--- config.mk ---
export PLATFORM = sky130hd
export DESIGN_NAME = led_status_mux
export DESIGN_NICKNAME = d
export VERILOG_FILES = /design/src/rtl/led_status_mux.sv
export SDC_FILE = /design/constraint.sdc
export NUM_CORES = 1
export LEC_CHECK = 0
export CORE_MARGIN = 3
export CORE_UTILIZATION = 41
export CTS_CLUSTER_DIAMETER = 50
export DETAILED_ROUTE_END_ITERATION = 6
export PLACE_DENSITY = 0.86
export SLEW_MARGIN = 40
export SYNTH_ARGS = -nofsm -noshare
export SYNTH_HDL_FRONTEND = slang
export SYNTH_SLANG_ARGS = --single-unit
--- constraint.sdc ---
create_clock -name Clk -period 2.2 [get_ports Clk]
set_input_delay 0.44 -clock Clk [delete_from_list [all_inputs] [get_ports Clk]]
set_output_delay 0.44 -clock Clk [all_outputs]
set_load 0.01 [all_outputs]
--- src/rtl/led_status_mux.sv ---
// Registered LED selector: manual/auto-scan channel pointer, capture/hold of the
// displayed value, out-of-range select blanking. Optional blink via LED_STATUS_BLINK_EN.
module led_status_mux #(
  parameter int WIDTH     = 4,
  parameter int CHANNELS  = 4,
  parameter int SEL_W     = 2,
  parameter int DWELL     = 8,
  parameter int BLINK_DIV = 4
) (
  input  logic                      Clk,
  input  logic                      Rst_n,
  input  logic [CHANNELS*WIDTH-1:0] ChanIn,
  input  logic [CHANNELS-1:0]       FlagIn,
  input  logic [SEL_W-1:0]          Sel,
  input  logic                      AutoScan,
  input  logic                      Capture,
  output logic [WIDTH-1:0]          Out,
  output logic                      OutFlag,
  output logic [SEL_W-1:0]          ActiveChan,
  output logic                      Valid
);

  localparam int SLOTS = 1 << SEL_W;
  localparam int DW_W  = (DWELL > 1) ? $clog2(DWELL) : 1;
  localparam logic [DW_W-1:0]  DW_LAST = DW_W'(DWELL - 1);
  localparam logic [SEL_W:0]   CH_LIM  = (SEL_W + 1)'(CHANNELS);
  localparam logic [SEL_W-1:0] CH_LAST = SEL_W'(CHANNELS - 1);

  if (CHANNELS < 2 || SLOTS < CHANNELS || DWELL < 1 || BLINK_DIV < 1) begin : g_bad_param
    $error("led_status_mux: illegal parameter combination");
  end

  typedef enum logic {LIVE, HELD} state_t;

  state_t            state;
  logic [WIDTH-1:0]  chan [SLOTS];
  logic [SLOTS-1:0]  flag_vec;
  logic [DW_W-1:0]   dwell_cnt;
  logic              sel_bad;
  logic [WIDTH-1:0]  disp_reg;
  logic              flag_reg;

  // Unused pointer codes map to zero so every index of the mux is defined.
  for (genvar k = 0; k < SLOTS; k++) begin : g_slot
    if (k < CHANNELS) begin : g_used
      assign chan[k]     = ChanIn[k*WIDTH +: WIDTH];
      assign flag_vec[k] = FlagIn[k];
    end else begin : g_unused
      assign chan[k]     = '0;
      assign flag_vec[k] = 1'b0;
    end
  end

  always_ff @(posedge Clk or negedge Rst_n) begin
    if (!Rst_n) begin
      ActiveChan <= '0;
      sel_bad    <= 1'b0;
      dwell_cnt  <= '0;
    end else if (!AutoScan) begin
      dwell_cnt <= '0;
      if ({1'b0, Sel} < CH_LIM) begin
        ActiveChan <= Sel;
        sel_bad    <= 1'b0;
      end else begin
        sel_bad    <= 1'b1;
      end
    end else begin
      sel_bad <= 1'b0;
      if (dwell_cnt == DW_LAST) begin
        dwell_cnt  <= '0;
        ActiveChan <= (ActiveChan == CH_LAST) ? '0 : ActiveChan + 1'b1;
      end else begin
        dwell_cnt  <= dwell_cnt + 1'b1;
      end
    end
  end

  always_ff @(posedge Clk or negedge Rst_n) begin
    if (!Rst_n) begin
      state    <= LIVE;
      disp_reg <= '0;
      flag_reg <= 1'b0;
      Valid    <= 1'b0;
    end else begin
      case (state)
        LIVE: begin
          disp_reg <= sel_bad ? '0 : chan[ActiveChan];
          flag_reg <= sel_bad ? 1'b0 : flag_vec[ActiveChan];
          Valid    <= ~sel_bad;
          if (Capture) state <= HELD;
        end
        HELD: begin
          if (Capture) state <= LIVE;
        end
        default: state <= LIVE;
      endcase
    end
  end

`ifdef LED_STATUS_BLINK_EN
  localparam int BL_W = (BLINK_DIV > 1) ? $clog2(BLINK_DIV) : 1;
  localparam logic [BL_W-1:0] BL_LAST = BL_W'(BLINK_DIV - 1);

  logic [BL_W-1:0] blink_cnt;
  logic            blink_phase;

  always_ff @(posedge Clk or negedge Rst_n) begin
    if (!Rst_n) begin
      blink_cnt   <= '0;
      blink_phase <= 1'b0;
    end else if (blink_cnt == BL_LAST) begin
      blink_cnt   <= '0;
      blink_phase <= ~blink_phase;
    end else begin
      blink_cnt   <= blink_cnt + 1'b1;
    end
  end

  assign Out     = (flag_reg & blink_phase) ? '0 : disp_reg;
  assign OutFlag = flag_reg & ~blink_phase;
`else
  assign Out     = disp_reg;
  assign OutFlag = flag_reg;
`endif

endmodule
# After elaboration in Yosys (flattened, before gate mapping)
# Index checks and enable logic that the tools add are counted.
# classes
add_sub_neg,2
order_cmp,2
n_eq_ne,3
muxes,13
bitwise_logic,2
# ops
cell,count
binary-select mux 4 bit (select 2 bit),1
2-to-1 mux 4 bit,2
2-to-1 mux 2 bit,3
2-to-1 mux 3 bit,2
"adder 3 x 1 -> 3 bit, second input constant",1
"== test 3 bit, second input constant",1
"greater-or-equal comparator 3 bit, second input constant",1
"< comparator 2 x 3 -> 1 bit, second input constant",1
2-to-1 mux 1 bit,3
NOT 2 -> 3 bit,1
"adder 2 x 1 -> 2 bit, second input constant",1
binary-select mux 1 bit (select 2 bit),1
"== test 2 bit, second input constant",1
"inequality test 2 x 1 -> 1 bit, second input constant",1
one-hot mux 1 bit (2 select lines),1
NOT 1 bit,1
# word_totals
ff_bits,12
in_bits,26
output_inout_bits,8
wordCells,28

# Depth between registers and ports, before layout
# logic_depth
ltp_word,4
depth_mapped,5
ltp_nobuf,4

# Worst setup path after synthesis
# Ideal clock, no wire load.
# synth_timing
path_type,register -> register
from,reg ActiveChan[0]
to,"reg disp_reg[1], in the netlist Out[1]"
setup_time_ns,0.104
arrival_time_ns,1.031
slack_ns,1.065
path_stages_with_launch,5
path_cell_list,dfrtp_1 > buf_6 > buf_12 > mux2i_1 > a221oi_1
# synth_via
elab_chain_len,4
# synth_rtl
item,line,text
from (decl),19,"output logic [SEL_W-1:0] ActiveChan,"
from (signal assigned),62,ActiveChan <= Sel;
from (signal assigned),71,ActiveChan <= (ActiveChan == CH_LAST) ? '0 : ActiveChan + 1'b1;
NOT 2 -> 3 bit (implied by the code),87,disp_reg <= sel_bad ? '0 : chan[ActiveChan];
binary-select mux 4 bit (select 2 bit),87,
2-to-1 mux 4 bit (implied by the code) (2 in series),87,
to (signal assigned),87,
to (decl),40,logic [WIDTH-1:0] disp_reg;
# Every way passes these cells. The select of a mux whose other input is x is not followed.
# A chain may end at the register's enable or synchronous reset.

# Final worst setup path
# layout_timing
from,reg ActiveChan[1]
to,out ActiveChan[1]
# No word-level cell between the ends.

==> summary.txt <==
STA
  • Hold WS: 0.435 ns
  • Final Hold Violating Endpoints: 0
  • Final setup TNS: 0 ns
  • RSZ-0062 raised after global routing: false
  • Final Max Tran Viols: 0
  • Period minus WS final: 1.67 ns
  • Final setup violating endpoints: 0
  • Worst-Margin Slew: 0.529 ns
  • Final Skew: 0.00131 ns
  • Fin crit share: 76.0%
  • F_max: 0.598 GHz
  • Relative slew slack: 64.6%

Finish
  • Layout area overhead: 51.8%
  • NumNets Final: 122
  • Share of cells above drive strength 1: 9.89%
  • # fillers: 108
  • # diodes: 0

Detailed routing
  • First drt pass iteration count: 4
  • Vias per cell: 5.13
  • Via count: 544
  • DR iter-0 viols: 9
  • WL final: 1.51 mm
  • Wire length per cell: 14.2 µm
  • Residual DRC: 0
  • Post-DRT Antenna Nets: 0

Worst hold path
  • Min-Delay Path Class: reg -> reg
  • Hold path start: dwell_cnt[0]$_DFF_PN0_
  • Hold Path Sink: dwell_cnt[0]$_DFF_PN0_
  • Worst hold stages: 1

Setup path
  • R2R Path End: Out[1]$_DFFE_PN0N_
  • Critical Path AT: 1.23 ns
  • Critical path depth: 1
  • Reg-to-Reg Start: state$_DFF_PN0_
  • Crit path max fanout: 5
  • Crit path capture type: output pin
  • Critical path's largest stage delay: 0.56 ns
  • Req. time, crit path: 1.76 ns
  • Delay-heaviest family, CP: buffers and inverters
  • R2r setup slk: 0.93 ns
  • Startpoint types: flip-flop
  • Slowest stage cell, crit path: clkdlybuf4s50_1
  • Cells on worst reg2reg path: 3
  • Worst path bufs/invs: 1
  • Critical path class: reg -> out
  • Crit-path cells: clkdlybuf4s50_1

Run
  • # Max-Cap Violations: 0

Clock tree
  • Num CTS Buffers: 3
  • CTS tree: yes
  • Clk sinks: 12
  • H-Tree Depth: 1
  • Skew-Pair Late Insertion Delay: 0.27 ns
  • Post-CTS Setup Bufs: 0
  • Post_cts resized: 0
  • Clk slew on worst S/H paths: 0.06 ns
  • Hold Buf Count CTS: 0
  • Clock buffer depth: 2
  • Clk root buf: clkbuf_4

Placed design
  • Hpwl dp: 1.20 mm
  • Port buffer count: 33
  • GPL Wtd Cong: 0.720

Floorplan
  • Die area: 2120 µm²
  • Number of I/O pins: 34
  • Core outline area: 1400 µm²
  • Die Y: 46.0 µm
  • Initial core utilization: 47.0%
  • Die Wd: 46.0 µm
  • Row cnt: 13

Logic synthesis
  • FFs w/ async S/R, synth: 100%
  • Synth cell types: 16
  • YS warnings: 0
  • Post-synth EDFFs: 0
  • Ranking of synthesized cells by area: dfrtp_1 46%, mux2i_1 11%, a221oi_1 6.7%, and2b_2 6.7%, a211oi_1 5.7%
  • Avg Inst Size Synth: 11.5 µm²
  • Synth area leader: dfrtp_1
  • Syn Nets: 86
  • Seq/Total Area, Yosys: 45.7%
  • Mapped Cells: 57
  • Syn Std Cell Area: 657 µm²
  • Commonest cells post-synth: 12 x dfrtp_1, 7 x mux2i_1
  • Main flop type after synthesis: dfrtp_1
  • Most common cell in the netlist: dfrtp_1
  • Synth Register Bits: 12
  • Top-area cell type share of the netlist area: 45.7%

GRT
  • Largest net degree at the start of global routing: 19
  • Wire length of the first global-routing pass: 2.21 mm
  • Total GRT Usage: 16.0%
  • Vias in the first global route: 468
  • Total grt overflow: 0
  • Initial antenna violation count: 0

Power
  • PwrDens: 788 nW/µm²
  • VDD IR max: 0.000471 V
  • Lkg Pwr: 0.447 nW

Outcome
  • Status: finished, final reports clean
-- cells in the final DEF (no fill, tap or decap) --
cell type,instances
a221oi_1,5
mux2i_1,7
clkdlybuf4s50_1,33
inv_1,5
xor2_1,1
nor2_1,4
nor3b_1,1
a211oi_1,5
nand2b_1,2
clkbuf_4,3
and2_1,2
dfrtp_1,12
a21oi_1,2
and2b_2,5
buf_4,1
ha_1,3
-- report_power, final --
part	total, mW	leakage (nW)	internal, mW	switching, mW
registers	0.338	0.138	0.284	0.0538
clock network	0.129	0.0138	0.0633	0.0656
logic	0.319	0.295	0.194	0.124
-- logic make-up after synthesis --
group / after synthesis / synth area share, %
DFF: 12 / 45.7
and+or+nand+nor: 14 / 13.9
AOI/OAI and AO/OA: 12 / 13.9
xor gates and xnor gates: 1 / 1.33
buffers and inverters: 8 / 8.76
adders and majority gates: 3 / 5.71
muxes: 7 / 10.7
-- registers in the layout (all words and copies together) (netlist names) --
| name | flops |
|---|---|
| dwell_cnt | 3 |
| state | 1 |
| Valid | 1 |
| OutFlag | 1 |
| ActiveChan | 2 |
| Out | 4 |
-- per-layer routing --
| layer | wire (µm) | vias up | global-route usage, % |
|---|---|---|---|
| li1 | - | 273 | - |
| met5 | 0 | - | 0 |
| met3 | 174 | 4 | 7.51 |
| met1 | 621 | 243 | 19.2 |
| met4 | 24 | 0 | 10.2 |
| met2 | 685 | 24 | 22.5 |
-- how the worst max path moves through the flow --
stage,start,endpoint
detailed placement,ChanIn[9],Out[1]$_DFFE_PN0N_
CTS,ActiveChan[1]$_DFFE_PN0P_,ActiveChan[1]
finish,ActiveChan[1]$_DFFE_PN0P_,ActiveChan[1]
floorplan,ActiveChan[0]$_DFFE_PN0P_,Out[1]$_DFFE_PN0N_
global route,ActiveChan[1]$_DFFE_PN0P_,ActiveChan[1]
global placement,ChanIn[8],Out[0]$_DFFE_PN0N_
-- final cells by class --
type                            count  area [µm²]  area share [%]
Tap cell                           15        18.8            1.88
Sequential cell                    12         300            30.1
Inverter                            5        18.8            1.88
Timing Repair Buffer               34         338            33.9
Multi-Input combinational cell     37         299            30.0
Clock buffer                        3        22.5            2.26
-- stage by stage --
| stage | total power, mW | instances | setup slack [ns] | util (%) | area [µm²] |
|---|---|---|---|---|---|
| 2_1_floorplan | 0.502 | 57 | 1.06 | - | 657 |
| 3_3_place_gp | 0.652 | 103 | 0.780 | 69.7 | 975 |
| 3_5_place_dp | 0.665 | 103 | 0.734 | 69.7 | 975 |
| 4_1_cts | 0.798 | 106 | 0.511 | 71.3 | 997 |
| 5_1_grt | 0.844 | 106 | 0.454 | 71.3 | 997 |
| 6_report | 0.785 | 106 | 0.528 | 71.3 | 997 |
No activity file was read; power rests on OpenSTA's default activity.
==> variant 1, RTL diff (same flow settings) <==
Build with the macro `LED_STATUS_BLINK_EN` defined.
--- a/src/rtl/led_status_mux.sv
+++ b/src/rtl/led_status_mux.sv
@@ -1,5 +1,7 @@
 // Registered LED selector: manual/auto-scan channel pointer, capture/hold of the
 // displayed value, out-of-range select blanking. Optional blink via LED_STATUS_BLINK_EN.
+`define LED_STATUS_BLINK_EN
+
 module led_status_mux #(
   parameter int WIDTH     = 4,
   parameter int CHANNELS  = 4,
Formal check against the unedited RTL: not equivalent (Yosys sat finds a counterexample within 10 cycles, from zero or initial values and one cycle with Rst_n low).
==> variant 1 against the original RTL <==
  * Sequential cell count grew 3
  * Routed wire length grew 17%
  * Count of clock-buffer cells in the layout is the same
  * Combinational power grew 13%
  * Cell area grew 15%
  * Area after synthesis grew 19%
  * Sequential power grew 15%
  * Worst setup slack lost 220 ps
  * Final cell count grew 21%
  * Clock skew grew 1.6 ps
  * Register-to-register slack lost 30 ps
  * Total power grew 17%
  * Critical path type unchanged
  * Largest power group unchanged
  * Highest routed layer unchanged
==> variant 1: results <==
metrics = {
    "timing": {
        "slew_headroom_pct": 55.04,
        "final.setup_skew_ps": 2.942,
    },
    "placed_design": {
        "placedCellCount": 124,
        "dp_hpwl_mm": 1.411,
        "dp_slack_ps": 621.1,
    },
    "drt": {
        "vias_per_cell": 4.836,
        "firstDrtPassIters": 3,
        "vias": 619,
    },
    "grt": {
        "grt_use_total_pct": 16.30,
        "grt_pass1_wl_mm": 3.022,
    },
    "clock_network": {
        "clk_pin_slew_ps": 100,
    },
    "synth": {
        "synth_fp_nets": 98,
        "synthMuxAreaShare_pct": 8.974,
        "synth_commonest_cells": "dfrtp_1 (15), mux2i_1 (7), a21oi_1 (6), nor2_1 (6)",
        "postSynthAreaPerCell_um2": 11.48,
        "synth_seq_area_share_pct": 48.08,
        "synth_compound_area_share_pct": 14.26,
        "synth_cell_types": 19,
        "synthAdderAreaFrac_pct": 6.410,
    },
    "power": {
        "irDropWorstVdd_v": 0.0004043,
    },
    "critical_path": {
        "cp.arrival_ps": 1450,
        "crit_start": "blink_phase$_DFFE_PN0N_",
        "path_max_fanout": 6,
    },
    "hold_path": {
        "hold_start": "blink_cnt[0]$_DFF_PN0_",
    },
    "finish": {
        "fin_nets": 134,
        "num-fill-cells": 157,
        "final-seq-area_um2": 375.4,
        "drive_above_1_share_pct": 8.738,
    },
    "run_status": {
        "status": "complete, no violations",
    },
}
[variant 1: changes by cell type after synthesis, sizes merged]
cell | unedited run | this run
a21oi | 2 | 6
dfrtp | 12 | 15
nor2 | 4 | 6
ha | 3 | 4
xor2 | 1 | 2
[variant 1: path summary, 6_finish.rpt]
check                           cells after the start  slack [ps]                         to
worst max-delay path                                2         310                     Out[2]
worst min-delay path                                1         440     blink_cnt[0]$_DFF_PN0_
worst max register to register                      3         900       flag_reg$_DFFE_PN0N_
worst min register to register                      1         440     blink_cnt[0]$_DFF_PN0_
max in group asynchronous                           1        1220  ActiveChan[0]$_DFFE_PN0P_
min in group asynchronous                           1         550     blink_cnt[1]$_DFF_PN0_
[variant 1: critical path, stage by stage, from the launching register on]
cell and delay (ps):
dfrtp_1 440, a21oi_1 170, clkdlybuf4s50_1 550
[variant 1: layout make-up]
| type | instances | share of cell area, % |
|---|---|---|
| Timing Repair Buffer | 34 | 29.54 |
| Clock buffer | 3 | 1.969 |
| Multi-Input combinational cell | 45 | 30.63 |
| Clock inverter | 1 | 0.6565 |
| Tap cell | 25 | 2.735 |
| Inverter | 5 | 1.641 |
| Sequential cell | 15 | 32.82 |
[variant 1: cells by family after synthesis]
kind of cell / after synthesis
compound gates: 16
simple gates: 16
flops: 15
buf+inv: 8
mux: 7
fa+ha+maj: 4
xor+xnor: 2
[variant 1: per-layer routing]
metal	GRT usage, %	share of wire [%]
met1	19.42	39
met2	28.85	55
met3	3.323	4.1
met4	5.530	1.6
met5	0	0
[variant 1: where the power goes]
| group | total, µW | switching [µW] | internal (µW) |
|---|---|---|---|
| sequential | 390 | 51.5 | 338 |
| clock | 166 | 97.0 | 69.1 |
| combinational | 362 | 153 | 210 |
==> variant 2, RTL diff (config.mk and constraints unchanged) <==
Made on the original files. Register the input `ChanIn` before use, cleared by the reset. The logic sees it one clock later. The other inputs are not delayed to match.
--- a/src/rtl/led_status_mux.sv
+++ b/src/rtl/led_status_mux.sv
@@ -26,6 +26,16 @@
   localparam logic [SEL_W:0]   CH_LIM  = (SEL_W + 1)'(CHANNELS);
   localparam logic [SEL_W-1:0] CH_LAST = SEL_W'(CHANNELS - 1);
 
+  logic [CHANNELS*WIDTH-1:0] ChanIn_q;
+
+  always_ff @(posedge Clk or negedge Rst_n) begin
+    if (!Rst_n) begin
+      ChanIn_q <= '0;
+    end else begin
+      ChanIn_q <= ChanIn;
+    end
+  end
+
   if (CHANNELS < 2 || SLOTS < CHANNELS || DWELL < 1 || BLINK_DIV < 1) begin : g_bad_param
     $error("led_status_mux: illegal parameter combination");
   end
@@ -43,7 +53,7 @@
   // Unused pointer codes map to zero so every index of the mux is defined.
   for (genvar k = 0; k < SLOTS; k++) begin : g_slot
     if (k < CHANNELS) begin : g_used
-      assign chan[k]     = ChanIn[k*WIDTH +: WIDTH];
+      assign chan[k]     = ChanIn_q[k*WIDTH +: WIDTH];
       assign flag_vec[k] = FlagIn[k];
     end else begin : g_unused
       assign chan[k]     = '0;
Behaviour: not the same (a bounded check fails within 4 cycles, from zero or initial values and one cycle with Rst_n low).
==> variant 2 against the original RTL <==
  * Sequential power is 93% higher
  * Via count is 27% higher
  * Register-to-register slack got worse by 40 ps
  * Clock skew up 10 ps
  * Routed wire length grew 23%
  * Area after synthesis is 61% higher
  * Total power grew 66%
  * Sequential cell count is 16 higher
  * Worst setup slack worse by 92 ps
  * Cell area rose by 46%
  * First-iteration DRC count down 44%
  * Combinational power is 2% higher
  * Largest cell class is now sequential cells
  * Highest routed layer is now met3
==> variant 2: results <==
metrics = {
    "grt": {
        "grt_pass1_vias": 705,
        "grt_max_degree": 29,
        "grt_pass1_wl_mm": 3.008,
        "grt_use_total_pct": 12.08,
    },
    "placed_design": {
        "dp_hpwl_mm": 1.397,
        "placed_area_um2": 1401,
        "finalWeightedCongestion": 0.6969,
    },
    "drt": {
        "vias": 691,
        "first_iter_violations": 5,
        "firstDrtPassIters": 5,
        "wl_mm": 1.844,
    },
    "finish": {
        "diodes": 0,
        "final-seq-area_um2": 700.7,
        "drive_above_1_share_pct": 10.00,
        "fin_nets": 140,
        "largest_reg_flops": 16,
        "num-fill-cells": 198,
    },
    "clock_network": {
        "h-tree-depth": 1,
        "cts_resized": 0,
        "postCtsHoldBufs": 0,
        "insertion_delay_ps": 320,
        "clk_pin_slew_ps": 150,
        "root_buffer": "clkbuf_4",
    },
    "power": {
        "leakage_uw": 0.0006515,
        "irDropWorstVdd_v": 0.0005363,
    },
    "run_status": {
        "status": "complete, no violations",
    },
    "critical_path": {
        "ff2ff_setup_slack_ps": 890,
        "r2r_end": "Out[3]$_DFFE_PN0N_",
        "critPathMaxStageDelay_ps": 560,
        "cp.arrival_ps": 1320,
        "slowest_stage": "clkdlybuf4s50_1",
    },
    "timing": {
        "worst_hold_slack_ps": 449.8,
        "tightest_slew_ps": 392.9,
        "final.setup_skew_ps": 11.30,
    },
    "synth": {
        "synth_area_leaders": "dfrtp_1 (66%), mux2i_1 (5.7%), a221oi_1 (4.1%)",
        "synth_seq_area_share_pct": 66.12,
        "synth_commonest_cells": "dfrtp_1 (28), inv_1 (6), mux2i_1 (6)",
        "synth_fp_nets": 103,
    },
}
[variant 2: changes by cell type after synthesis]
cell     before  now
a21oi_1       2    3
dfrtp_1      12   28
inv_1         5    6
mux2i_1       7    6
nor2_1        4    3
nor3b_1       1    2
[variant 2: final cells by class]
type | count | area share (%)
inverter | 6 | 1.549
clock buffer | 3 | 1.549
tap | 28 | 2.410
clock inverter | 1 | 2.065
timing repair buffer | 35 | 23.75
multi-input combinational | 37 | 20.48
sequential | 28 | 48.19
[variant 2: worst max-delay path by stage]
stage	to	startpoint	slack, ps	depth (start not counted)
floorplan	ActiveChan[0]$_DFFE_PN0P_	dwell_cnt[0]$_DFF_PN0_	1010	5
global placement	OutFlag$_DFFE_PN0N_	FlagIn[2]	800	4
detailed placement	OutFlag$_DFFE_PN0N_	FlagIn[2]	790	4
CTS	ActiveChan[1]	ActiveChan[1]$_DFFE_PN0P_	410	1
global route	ActiveChan[1]	ActiveChan[1]$_DFFE_PN0P_	370	1
finish	ActiveChan[1]	ActiveChan[1]$_DFFE_PN0P_	440	1
[variant 2: kinds of logic after synthesis]
group	count (synthesis)	synth area share, %
flops	28	66.12
mux	6	5.667
simple gates	14	8.972
compound gates	13	9.091
xor+xnor	1	0.8266
fa+ha+maj	3	3.542
buf+inv	9	5.785
[variant 2: stage by stage]
step,setup slack [ps],cells,power [µW]
final,436.2,138,1304
after global routing,369.0,138,1375
after CTS,413.8,138,1324
after detailed placement,785.2,134,992.4
after global placement,798.5,134,978.0
after floorplan,1011,74,818.3
[variant 2: per-layer routing]
layer | part of all wire, % | vias up | global-route usage, % | wire, µm
met5 | 0 | - | 0 | 0
met4 | 0 | 0 | 3.974 | 0
met3 | 6.5 | 0 | 2.529 | 120
met2 | 55 | 20 | 22.61 | 1011
met1 | 39 | 340 | 13.40 | 711
li1 | - | 331 | - | -
[variant 2: report_power, final]
part	internal (µW)	switching, µW
combinational	195	130
sequential	592	60.1
clock	184	144
